### config.mk
export PLATFORM = sky130hd
export DESIGN_NAME = input_conditioner
export DESIGN_NICKNAME = d
export VERILOG_FILES = /design/src/rtl/input_conditioner.sv
export SDC_FILE = /design/constraint.sdc
export NUM_CORES = 1
export LEC_CHECK = 0
export CAP_MARGIN = 10
export CORE_ASPECT_RATIO = 1.4
export CORE_UTILIZATION = 60
export CTS_CLUSTER_DIAMETER = 150
export DETAILED_ROUTE_END_ITERATION = 12
export GPL_TIMING_DRIVEN = 0
export PLACE_DENSITY = 0.88
export SLEW_MARGIN = 20
export SYNTH_ARGS = -nofsm -noshare
export SYNTH_HDL_FRONTEND = slang
export SYNTH_SLANG_ARGS = --single-unit
### constraint.sdc
create_clock -name clk -period 4.9 [get_ports clk]
set_input_delay 1.225 -clock clk [delete_from_list [all_inputs] [get_ports clk]]
set_output_delay 1.225 -clock clk [all_outputs]
set_load 0.01 [all_outputs]
### src/rtl/input_conditioner.sv
// Board button/switch front end: per-pin 2-flop synchroniser, independent debounce,
// one-cycle press pulses for the three buttons and debounced levels for the two switches.

module debounce_chan #(
    parameter int DEBOUNCE_CYCLES = 500000,
    parameter int CNT_W           = 19,
    parameter bit IS_BTN          = 1'b0
) (
    input  logic clk,
    input  logic sync_reset,
    input  logic raw,
    output logic q
);
    // Buttons are active-low on the pin, so their idle (released) pin level is 1.
    localparam logic IDLE = IS_BTN;

    logic             s1;
    logic             s;
    logic             st;
    logic             lvl;
    logic             done;
    logic [CNT_W-1:0] cnt;

    // lvl and st share polarity: 1 means pressed / switch on.
    assign lvl  = s ^ IDLE;
    assign done = (lvl != st) && (cnt == CNT_W'(DEBOUNCE_CYCLES - 1));

    always_ff @(posedge clk) begin
        if (sync_reset) begin
            s1  <= IDLE;
            s   <= IDLE;
            st  <= 1'b0;
            cnt <= '0;
        end else begin
            s1 <= raw;
            s  <= s1;
            if (lvl == st) begin
                cnt <= '0;
            end else if (done) begin
                st  <= ~st;
                cnt <= '0;
            end else begin
                cnt <= cnt + 1'b1;
            end
        end
    end

    generate
        if (IS_BTN) begin : g_pulse
            logic re;
            // Fires on the same edge st goes 0->1, so it is high for the following cycle.
            always_ff @(posedge clk) begin
                if (sync_reset) re <= 1'b0;
                else            re <= done & ~st;
            end
            assign q = re;
        end else begin : g_level
            assign q = st;
        end
    endgenerate
endmodule

module input_conditioner #(
    parameter int DEBOUNCE_CYCLES = 500000
) (
    input  logic       clk,
    input  logic       sync_reset,
    input  logic [2:0] btn_n,
    input  logic [1:0] sw,
    output logic       next_led_re,
    output logic       change_mode_re,
    output logic       btn_cylic_re,
    output logic       sw_l_deb,
    output logic       sw_h_deb
);
    localparam int CNT_W = $clog2(DEBOUNCE_CYCLES);
    localparam int NUM_CH = 5;

    logic [NUM_CH-1:0] raw;
    logic [NUM_CH-1:0] q;

    // Channels 0-2 are buttons, 3-4 are switches.
    assign raw = {sw, btn_n};

    genvar i;
    generate
        for (i = 0; i < NUM_CH; i++) begin : g_chan
            debounce_chan #(
                .DEBOUNCE_CYCLES(DEBOUNCE_CYCLES),
                .CNT_W          (CNT_W),
                .IS_BTN         (i < 3)
            ) u_chan (
                .clk       (clk),
                .sync_reset(sync_reset),
                .raw       (raw[i]),
                .q         (q[i])
            );
        end
    endgenerate

    assign next_led_re    = q[0];
    assign change_mode_re = q[1];
    assign btn_cylic_re   = q[2];
    assign sw_l_deb       = q[3];
    assign sw_h_deb       = q[4];
endmodule

==> out/qor.yml, run 1 <==
skew_ns: 0.00829
grt_first_pass_wirelength_mm: 16.1
min_period_ns: 2.69
crit_chain: "clkdlybuf4s50_1"
grt_usage: 0.245
synth_common_cells: "dfxtp_1 (113), nor2_1 (75), nand3_1 (36)"
tightest_slew_ns: 0.646
cts-root-buf: "clkbuf_8"
seq_area_mm2: 0.00226
netlist.top_cell.by_area: "dfxtp_1"
tns_ns: 0
seq_area_frac_synth: 0.463
yosys.area_share.simple: 0.305
cts_buffers: 17
die_w_um: 78.3
p_per_area_mw_per_mm2: 355
whs_ns: 0.407
cp_num_buf_inv: 1
fmax_ghz: 0.371
ys_ff_latch: 113
synth.area.top_cells: "dfxtp_1 (46%), xor2_1 (6.3%), nor2_1 (5.8%)"
startpoint_type: "flip-flop"
hold_class: "flip-flop to flip-flop"
synth_edf_count: 0
post-route-drc-count: 0
cpLargestDelayFamily: "buffers and inverters"
start_util: 0.623
dp.final_hpwl_mm: 6.58
fill_cells: 561
netlist_area_mm2: 0.00489
areaGrowthSynthToFinish_pct: 15.4
synth_top_area_share: 0.463
synthMuxAreaShare: 0
worstPathArrival_ns: 1.47
drt_iter0_markers: 195
endpoint_kind: "output pin"
synth_top_family_by_area: "simple AND/OR/NAND/NOR gates"
fin_nets: 592
synth-compound-area-share: 0.0763
irDropWorstVdd_mv: 0.319
hold_viol: 0
fp.dieH_um: 109
portBuffers: 11
synthAdderAreaFrac: 0.0128
power_leakage_uw: 0.00171
yosysMostFrequentCell: "dfxtp_1"
slowest_stage: "clkdlybuf4s50_1"
synth.distinct_cells: 39
cts_tree: "yes"
detailroute.via_count: 4039
viasPerCell: 5.83
final_layout_size_suffix_gt1_frac: 0.0793
drt-total-wl_mm: 9.57
clk_pin_slew_ns: 0.05
htreeDepth: 4
core_area_mm2: 0.00785
synthXorXnorAreaFrac: 0.118
synth_flop_cell: "dfxtp_1"
ant_nets: 0
post-route-period-util: 0.550
boundaryPins: 12
critical_path_class: "flip-flop to output pin"
drv_slew: 0
numClockSinks: 113
cts_hold_buf: 0
multi_input_area_mm2: 0.00250
syn_area_per_cell_um2: 8.89
synth_nets: 562
overflow: 0
syn_inst: 550
first_pass_iters: 5
die_area_mm2: 0.00852
status: "complete, no violations"
place_congestion: 0.844
setup_viol: 0
slew-limit-headroom: 0.566
postCtsSetupBuffers: 0
clockBufferDepth: 2
cp.required_ns: 3.67
slowest_delay_ns: 0.56
grt_max_degree: 17
cts_resized: 0
num_rows: 38
grt_antenna_before_repair: 0
cap_viol_max_count: 0
yosys_warnings: 0
rsz0062_at_grt: "no"
clk_latency_ns: 0.52
grt_pass1_vias: 3943
worstPathMaxFanout: 3
diodes: 0
synthArstFlopShare: 0
wl_per_cell_um: 13.8
==> state kept, by name, indices dropped and copies added (netlist names) <==
| name | flops |
|---|---|
| g_chan.u_chan.cnt | 95 |
| g_chan.u_chan.lvl | 2 |
| g_chan.u_chan.q | 5 |
| g_chan.u_chan.s | 3 |
| g_chan.u_chan.s1 | 5 |
| g_chan.u_chan.st | 3 |
==> metrics by stage <==
step                      power (uW)  std cells  utilization  setup slack, ns  area (um2)
after floorplan                  960        550            -             2.81        4890
after global placement           969        661        0.653             1.90        5120
after detailed placement         970        661        0.653             1.86        5120
after CTS                       2020        693        0.719             2.19        5640
after global routing            2070        693        0.719             2.16        5640
final                           2010        693        0.719             2.21        5640
==> worst paths after layout <==
check / from / endpoint / slack [ns] / cells after the start
setup reg to reg: g_chan[2].u_chan.cnt[0] / g_chan[2].u_chan.cnt[8] / 2.55 / 6
hold / removal: g_chan[2].u_chan.s1 / g_chan[2].u_chan.s / 0.41 / 1
hold reg to reg: g_chan[2].u_chan.s1 / g_chan[2].u_chan.s / 0.41 / 1
setup / recovery: g_chan[4].u_chan.q / sw_h_deb / 2.21 / 1
==> layout by cell type, fill, tap and decap left out, drive strengths merged <==
master	synthesis	final
dfxtp	113	113
nor2	75	75
clkbuf	13	39
nand3	36	36
xor2	35	35
xnor2	31	31
a21oi	29	29
nand2	28	28
nand4	24	24
or3	21	21
o21ai	19	19
nor4	14	14
inv	13	13
o31ai	13	13
or4	13	13
clkdlybuf4s50	0	11
and4	10	10
or2	9	9
nor3	8	8
and3	7	7
clkinv	0	6
and2	5	5
nor2b	5	5
ha	5	5
nor4bb	4	4
buf	4	4
or4b	4	4
nand2b	3	3
nor4b	3	3
nor3b	2	2
o21bai	2	2
nand4b	1	1
or4bb	1	1
==> routing by layer <==
metal / up-vias / track usage / routed length [um]
li1: 2020 / - / -
met1: 1916 / 0.238 / 3930
met2: 84 / 0.444 / 5020
met3: 19 / 0.0770 / 382
met4: 0 / 0.156 / 233
met5: - / 0 / 0
==> power by group <==
group	leakage [uW]	internal [uW]	switching, uW
sequential	0.000912	925	2.84
combinational	0.000539	10.7	12.8
clock	0.000262	667	386
==> cells by family after synthesis <==
| logic type | Yosys count |
|---|---|
| simple gates | 273 |
| flops | 113 |
| xor+xnor | 66 |
| compound gates | 63 |
| buf+inv | 30 |
| fa+ha+maj | 5 |
==> final cells by class <==
class | instances | share of cell area
Sequential cell | 113 | 0.401
Inverter | 13 | 0.00865
Clock inverter | 6 | 0.00532
Multi-Input combinational cell | 407 | 0.444
Clock buffer | 26 | 0.0865
Tap cell | 100 | 0.0222
Timing Repair Buffer | 11 | 0.0195
Buffer | 17 | 0.0133
==> worst register-to-register path, cell delays in order (launching register included) <==
cell,delay (ns)
dfxtp_1,0.37
ha_1,0.21
nand3_1,0.17
or2_2,0.38
o21ai_1,0.54
clkbuf_1,0.43
nor2_1,0.11
Power figures use the tool's default switching activity.
==> inputs of run 2 (changes only) <==
Settings changed: CORE_UTILIZATION 60 to 55, PLACE_DENSITY 0.88 to 0.85.
Clock period 4.9 ns to 2.16 ns, I/O delays scaled along.
==> run 2 against run 1 <==
Net effect:
- utilization decreased by 4.4 points
- worst setup slack lost 2.1 ns
- count of clock-buffer cells in the layout decreased by 5
- sequential share of layout area fell by 1.1 points
- sequential cell count stayed put
- global-route usage up 0.45 points
- register-to-register slack lost 2.4 ns
- via count rose by 1.5%
- largest cell class unchanged
- largest power group unchanged
==> out/qor.yml, run 2 (same netlist as run 1, synthesis figures left out) <==
first_pass_iters: 6  # +1
diodes: 0  # unchanged
setup_viol: 0  # unchanged
hold_class: "flip-flop to flip-flop"
num_rows: 40  # +5.3%
viasPerCell: 5.85  # +0.33%
grt_pass1_vias: 3995  # +1.3%
final_common_cell: "dfxtp_1"
min_period_ns: 2.05
grt_antenna_before_repair: 0  # unchanged
portBuffers: 11  # unchanged
core_area_mm2: 0.00861  # +9.7%
boundaryPins: 12  # unchanged
rrSetupSlack_ns: 0.11  # -2.44 ns
fin_nets: 595  # +0.51%
fmax_ghz: 0.488
startpoint: "g_chan[0].u_chan.cnt[0]"
cap_viol_max_count: 0  # unchanged
areaGrowthSynthToFinish_pct: 18.8
post-route-period-util: 0.948
endpoint_kind: "flip-flop"
pwr-share-seq: 0.422  # -0.041
irDropWorstVdd_mv: 0.715  # +120%
dp.final_hpwl_mm: 6.69  # +1.7%
clkPwrFrac: 0.566  # +0.041
drt_iter0_markers: 202  # +3.6%
start_util: 0.568  # -0.0552
critical_path_class: "flip-flop to flip-flop"
cts_tree: "yes"
startpoint_type: "flip-flop"
crit_chain: "ha_2 > and4_1 > buf_2 > nand4_1 > buf_4 > or4_1 > a21oi_1"
grt_usage: 0.249  # +0.00451
min_from: "g_chan[1].u_chan.s1"
die_w_um: 81.7  # +4.3%
p_per_area_mw_per_mm2: 859  # +140%
r2r-end: "g_chan[0].u_chan.cnt[18]"
hold_viol: 0  # unchanged
design_area_mm2: 0.00581  # +2.9%
place_congestion: 0.849  # +0.59%
switchingPower_uw: 972  # +140%
die_area_mm2: 0.00927  # +8.9%
drv_slew: 0  # unchanged
power_leakage_uw: 0.00178  # +3.8%
dpl.cell_count: 666  # +0.76%
clk_latency_ns: 0.41  # -0.11 ns
cp.required_ns: 2.50  # -1.17 ns
numClockSinks: 113  # unchanged
htreeDepth: 4  # unchanged
largest_reg_flops: 95  # unchanged
slowest_stage: "or4_1"
wl_per_cell_um: 15.1  # +9.4%
grt_first_pass_wirelength_mm: 17.7  # +10%
final_layout_size_suffix_gt1_frac: 0.104  # +0.0248
fp.dieH_um: 114  # +4.4%
swShare: 0.195  # -0.00545
dpl_cell_area_mm2: 0.00513  # +0.12%
reg2regPathDepth: 7  # +1
tns_ns: 0  # unchanged
cts-root-buf: "clkbuf_16"
ant_nets: 0  # unchanged
seq_area_mm2: 0.00226  # unchanged
slowest_delay_ns: 0.47  # -0.09 ns
cts_hold_buf: 0  # unchanged
fin_util: 0.675  # -0.0444
clockBufferDepth: 2  # unchanged
timing.rr.start: "g_chan[0].u_chan.cnt[0]"
slew-limit-headroom: 0.657  # +0.0906
worstPathArrival_ns: 2.39  # +0.92 ns
multi_input_area_mm2: 0.00254  # +1.6%
layout_common_cells: "dfxtp_1 (113), nor2_1 (75), nand3_1 (36)"
tightest_slew_ns: 0.514  # -0.131 ns
fill_cells: 663  # +18%
p_int_uw: 4020  # +150%
post-route-drc-count: 0  # unchanged
combPwrFrac: 0.012  # about the same
drt-total-wl_mm: 10.6  # +11%
skew_ns: 0.00770  # -0.000596 ns
overflow: 0  # unchanged
clk_pin_slew_ns: 0.05  # about the same
worstPathMaxFanout: 6  # +3
regMostFlops: "g_chan.u_chan.cnt"
detailroute.via_count: 4099  # +1.5%
status: "complete, no violations"
grt_max_degree: 17  # unchanged
fin_cells: 701  # +1.2%
cts_buffers: 17  # unchanged
crit_end: "g_chan[0].u_chan.cnt[18]"
-- run 2: cell types whose count changed in the layout (fill, tap and decap cells not counted), sizes merged --
cell,delta
clkinvlp,+2
bufinv,+3
buf,+5
clkbuf,-7
-- run 2: cell type report --
cell class              instances  area share
multi-input cells             407       0.438
flip-flops and latches        113       0.389
clock buffers                  21      0.0810
repair buffers                 16      0.0254
clock inverters                11      0.0233
well taps                     105      0.0226
plain buffers                  15      0.0121
inverters                      13     0.00840
-- run 2: worst min path at each step --
stage	endpoint	slack, ns	depth (start not counted)
floorplan	g_chan[0].u_chan.s	0.39	1
global placement	g_chan[2].u_chan.s	0.39	1
detailed placement	g_chan[1].u_chan.s	0.39	1
CTS	g_chan[1].u_chan.s	0.40	1
global route	g_chan[1].u_chan.s	0.42	1
finish	g_chan[1].u_chan.s	0.40	1
-- run 2: power groups by stage --
| stage | clock, uW | sequential, uW | combinational [uW] |
|---|---|---|---|
| after global placement | 0 | 2150 | 51.9 |
| after detailed placement | 0 | 2150 | 53.3 |
| final | 2820 | 2110 | 59.0 |
| after CTS | 2850 | 2110 | 56.1 |
| after global routing | 2960 | 2100 | 64.5 |
| after floorplan | 0 | 2150 | 31.9 |
-- run 2: metal layers --
metal,up-vias,wire length [um],track usage
met5,-,0,0
met4,0,265,0.122
met3,28,371,0.0712
met2,93,5730,0.445
met1,1953,4220,0.260
li1,2025,-,-
-- run 2: worst max-delay path, delay by kind of cell (launching register included) --
family,cells,cell delay (ns)
adders and majority gates,1,0.26
buffers and inverters,2,0.36
DFF,1,0.42
AOI/OAI and AO/OA,1,0.14
and+or+nand+nor,3,0.80
-- run 2: stage by stage --
step / worst slack [ns] / total power (uW) / hold slack [ns]
global route: -0.00653 / 5130 / 0.420
detailed placement: -0.220 / 2200 / 0.392
finish: 0.112 / 4990 / 0.403
CTS: 0.0270 / 5010 / 0.403
global placement: -0.179 / 2200 / 0.394
floorplan: 0.233 / 2180 / 0.389
-- run 2: what timing repair did --
action,in CTS,in global routing
resized for setup,5,4
endpoints found under the setup margin,31,36
pin swaps,1,2
buffers inserted,2,3
==> inputs of run 3 (changes only) <==
Settings changed: CORE_UTILIZATION 55 to 30, PLACE_DENSITY 0.85 to 0.56.
==> run 3 against run 2 <==
Net effect:
- utilization fell by 30 points
- first-iteration DRC count rose by 21%
- sequential cell count did not move
- hold slack improved by 0.0072 ns
- non-clock buffer count fell by 2
- routed wire length fell by 5.4%
- worst setup slack improved by 0.047 ns
- sequential share of layout area fell by 0.64 points
- maximum frequency rose by 2.3%
==> out/qor.yml, run 3 (same netlist as run 1, synthesis figures left out) <==
htreeDepth: 4  # unchanged
viasPerCell: 5.02  # -14%
dpl.cell_count: 757  # +14%
portBuffers: 11  # unchanged
grt_antenna_before_repair: 0  # unchanged
ant_nets: 0  # unchanged
skew_ns: 0.00482  # -0.00287 ns
setup_viol: 0  # unchanged
power.total_uw: 4930  # -1.2%
final_layout_size_suffix_gt1_frac: 0.104  # +0.000350
numClockSinks: 113  # unchanged
slew-limit-headroom: 0.670  # +0.0132
wl_per_cell_um: 12.7  # -16%
num_rows: 54  # +35%
worstPathMaxFanout: 10  # +4
diodes: 0  # unchanged
overflow: 0  # unchanged
p_per_area_mw_per_mm2: 834  # -2.8%
regMostFlops: "g_chan.u_chan.cnt"
endpoint_kind: "flip-flop"
final_common_cell: "dfxtp_1"
hold_viol: 0  # unchanged
cts_tree: "yes"
post-route-drc-count: 0  # unchanged
areaGrowthSynthToFinish_pct: 20.8
start_util: 0.311  # -0.257
cap_viol_max_count: 0  # unchanged
fin_nets: 593  # -0.34%
first_pass_iters: 4  # -2
rsz0062_at_grt: "no"
fmax_ghz: 0.500  # +2.3%
slowest_delay_ns: 0.51  # +0.04 ns
critical_path_class: "flip-flop to flip-flop"
grt_first_pass_wirelength_mm: 17.1  # -3.7%
drv_slew: 0  # unchanged
cts_buffers: 17  # unchanged
place_ws_ns: -0.233  # -0.0126 ns
cts-root-buf: "clkbuf_16"
clk_latency_ns: 0.42  # about the same
dp.final_hpwl_mm: 6.96  # +4.1%
largest_reg_flops: 95  # unchanged
grt_pass1_vias: 3850  # -3.6%
status: "complete, no violations"
worstPathArrival_ns: 2.30  # -0.09 ns
post-route-period-util: 0.926  # -0.0218
detailroute.via_count: 3964  # -3.3%
place_congestion: 0.795  # -6.3%
crit_chain: "ha_1 > nand4_1 > o31ai_4 > buf_2 > nor2_1"
startpoint_type: "flip-flop"
boundaryPins: 12  # unchanged
grt_max_degree: 17  # unchanged
min_period_ns: 2.00  # -0.0470 ns
die_w_um: 110  # +35%
power_leakage_uw: 0.00178  # -0.20%
hold_class: "flip-flop to flip-flop"
drt-total-wl_mm: 10.0  # -5.4%
drt_iter0_markers: 244  # +21%
core_area_mm2: 0.0157  # +83%
tns_ns: 0  # unchanged
grt_usage: 0.129  # -0.120
irDropWorstVdd_mv: 0.683  # -4.4%
clk_pin_slew_ns: 0.05  # about the same
cp.required_ns: 2.46  # -0.04 ns
tightest_slew_ns: 0.490  # -0.0243 ns
fp.dieH_um: 153  # +35%
clockBufferDepth: 2  # unchanged
layout_common_cells: "dfxtp_1 (113), nor2_1 (75), nand3_1 (36)"
setup_ws_ns: 0.159  # +0.0470 ns
die_area_mm2: 0.0168  # +81%
slowest_stage: "o31ai_4"
fin_cells: 790  # +13%
[run 3: final timing paths]
path	startpoint	to	slack [ns]	cells after the start
max	g_chan[1].u_chan.cnt[0]	g_chan[1].u_chan.cnt[8]	0.16	5
max reg2reg	g_chan[1].u_chan.cnt[0]	g_chan[1].u_chan.cnt[8]	0.16	5
min	g_chan[0].u_chan.s1	g_chan[0].u_chan.s	0.41	1
min reg2reg	g_chan[0].u_chan.s1	g_chan[0].u_chan.s	0.41	1
[run 3: routing by layer]
layer  track usage  share of wire  vias up  wire (um)
li1              -              -     2027          -
met1         0.142           0.43     1849       4300
met2         0.217           0.51       61       5080
met3        0.0414          0.037       27        367
met4        0.0648          0.026        0        264
met5             0              0        -          0
[run 3: final cells by class]
| class | instances | area (um2) |
|---|---|---|
| buffer | 14 | 66.3 |
| clock buffer | 19 | 443 |
| clock inverter | 13 | 143 |
| fill | 1606 | 9840 |
| inverter | 13 | 48.8 |
| multi-input combinational | 407 | 2560 |
| sequential | 113 | 2260 |
| tap | 196 | 245 |
| timing repair buffer | 15 | 140 |
[run 3: critical path: cells and delay by family (launching register included)]
family / cells / cell delay [ns]
simple gates: 2 / 0.46
fa+ha+maj: 1 / 0.24
compound gates: 1 / 0.51
flops: 1 / 0.37
buf+inv: 1 / 0.30
[run 3: per-stage QoR]
| step | utilization | cell area (um2) | hold WS [ns] |
|---|---|---|---|
| global placement | 0.333 | 5240 | 0.398 |
| global route | 0.375 | 5900 | 0.425 |
| detailed placement | 0.333 | 5240 | 0.393 |
| CTS | 0.373 | 5880 | 0.409 |
| finish | 0.375 | 5900 | 0.410 |
| floorplan | - | 4890 | 0.389 |
[run 3: what timing repair did]
action,in CTS,in global routing
buffers inserted,3,1
resized for setup,5,7
hold buffers,0,0
pin swaps,1,1
endpoints found under the hold margin,0,0
setup endpoints to repair,31,52
[run 3: report_power, final]
group	leakage (uW)	internal, uW	switching, uW	total (uW)
combinational	0.000568	26.8	30.7	57.5
sequential	0.000912	2100	5.99	2100
clock	0.000296	1820	947	2760
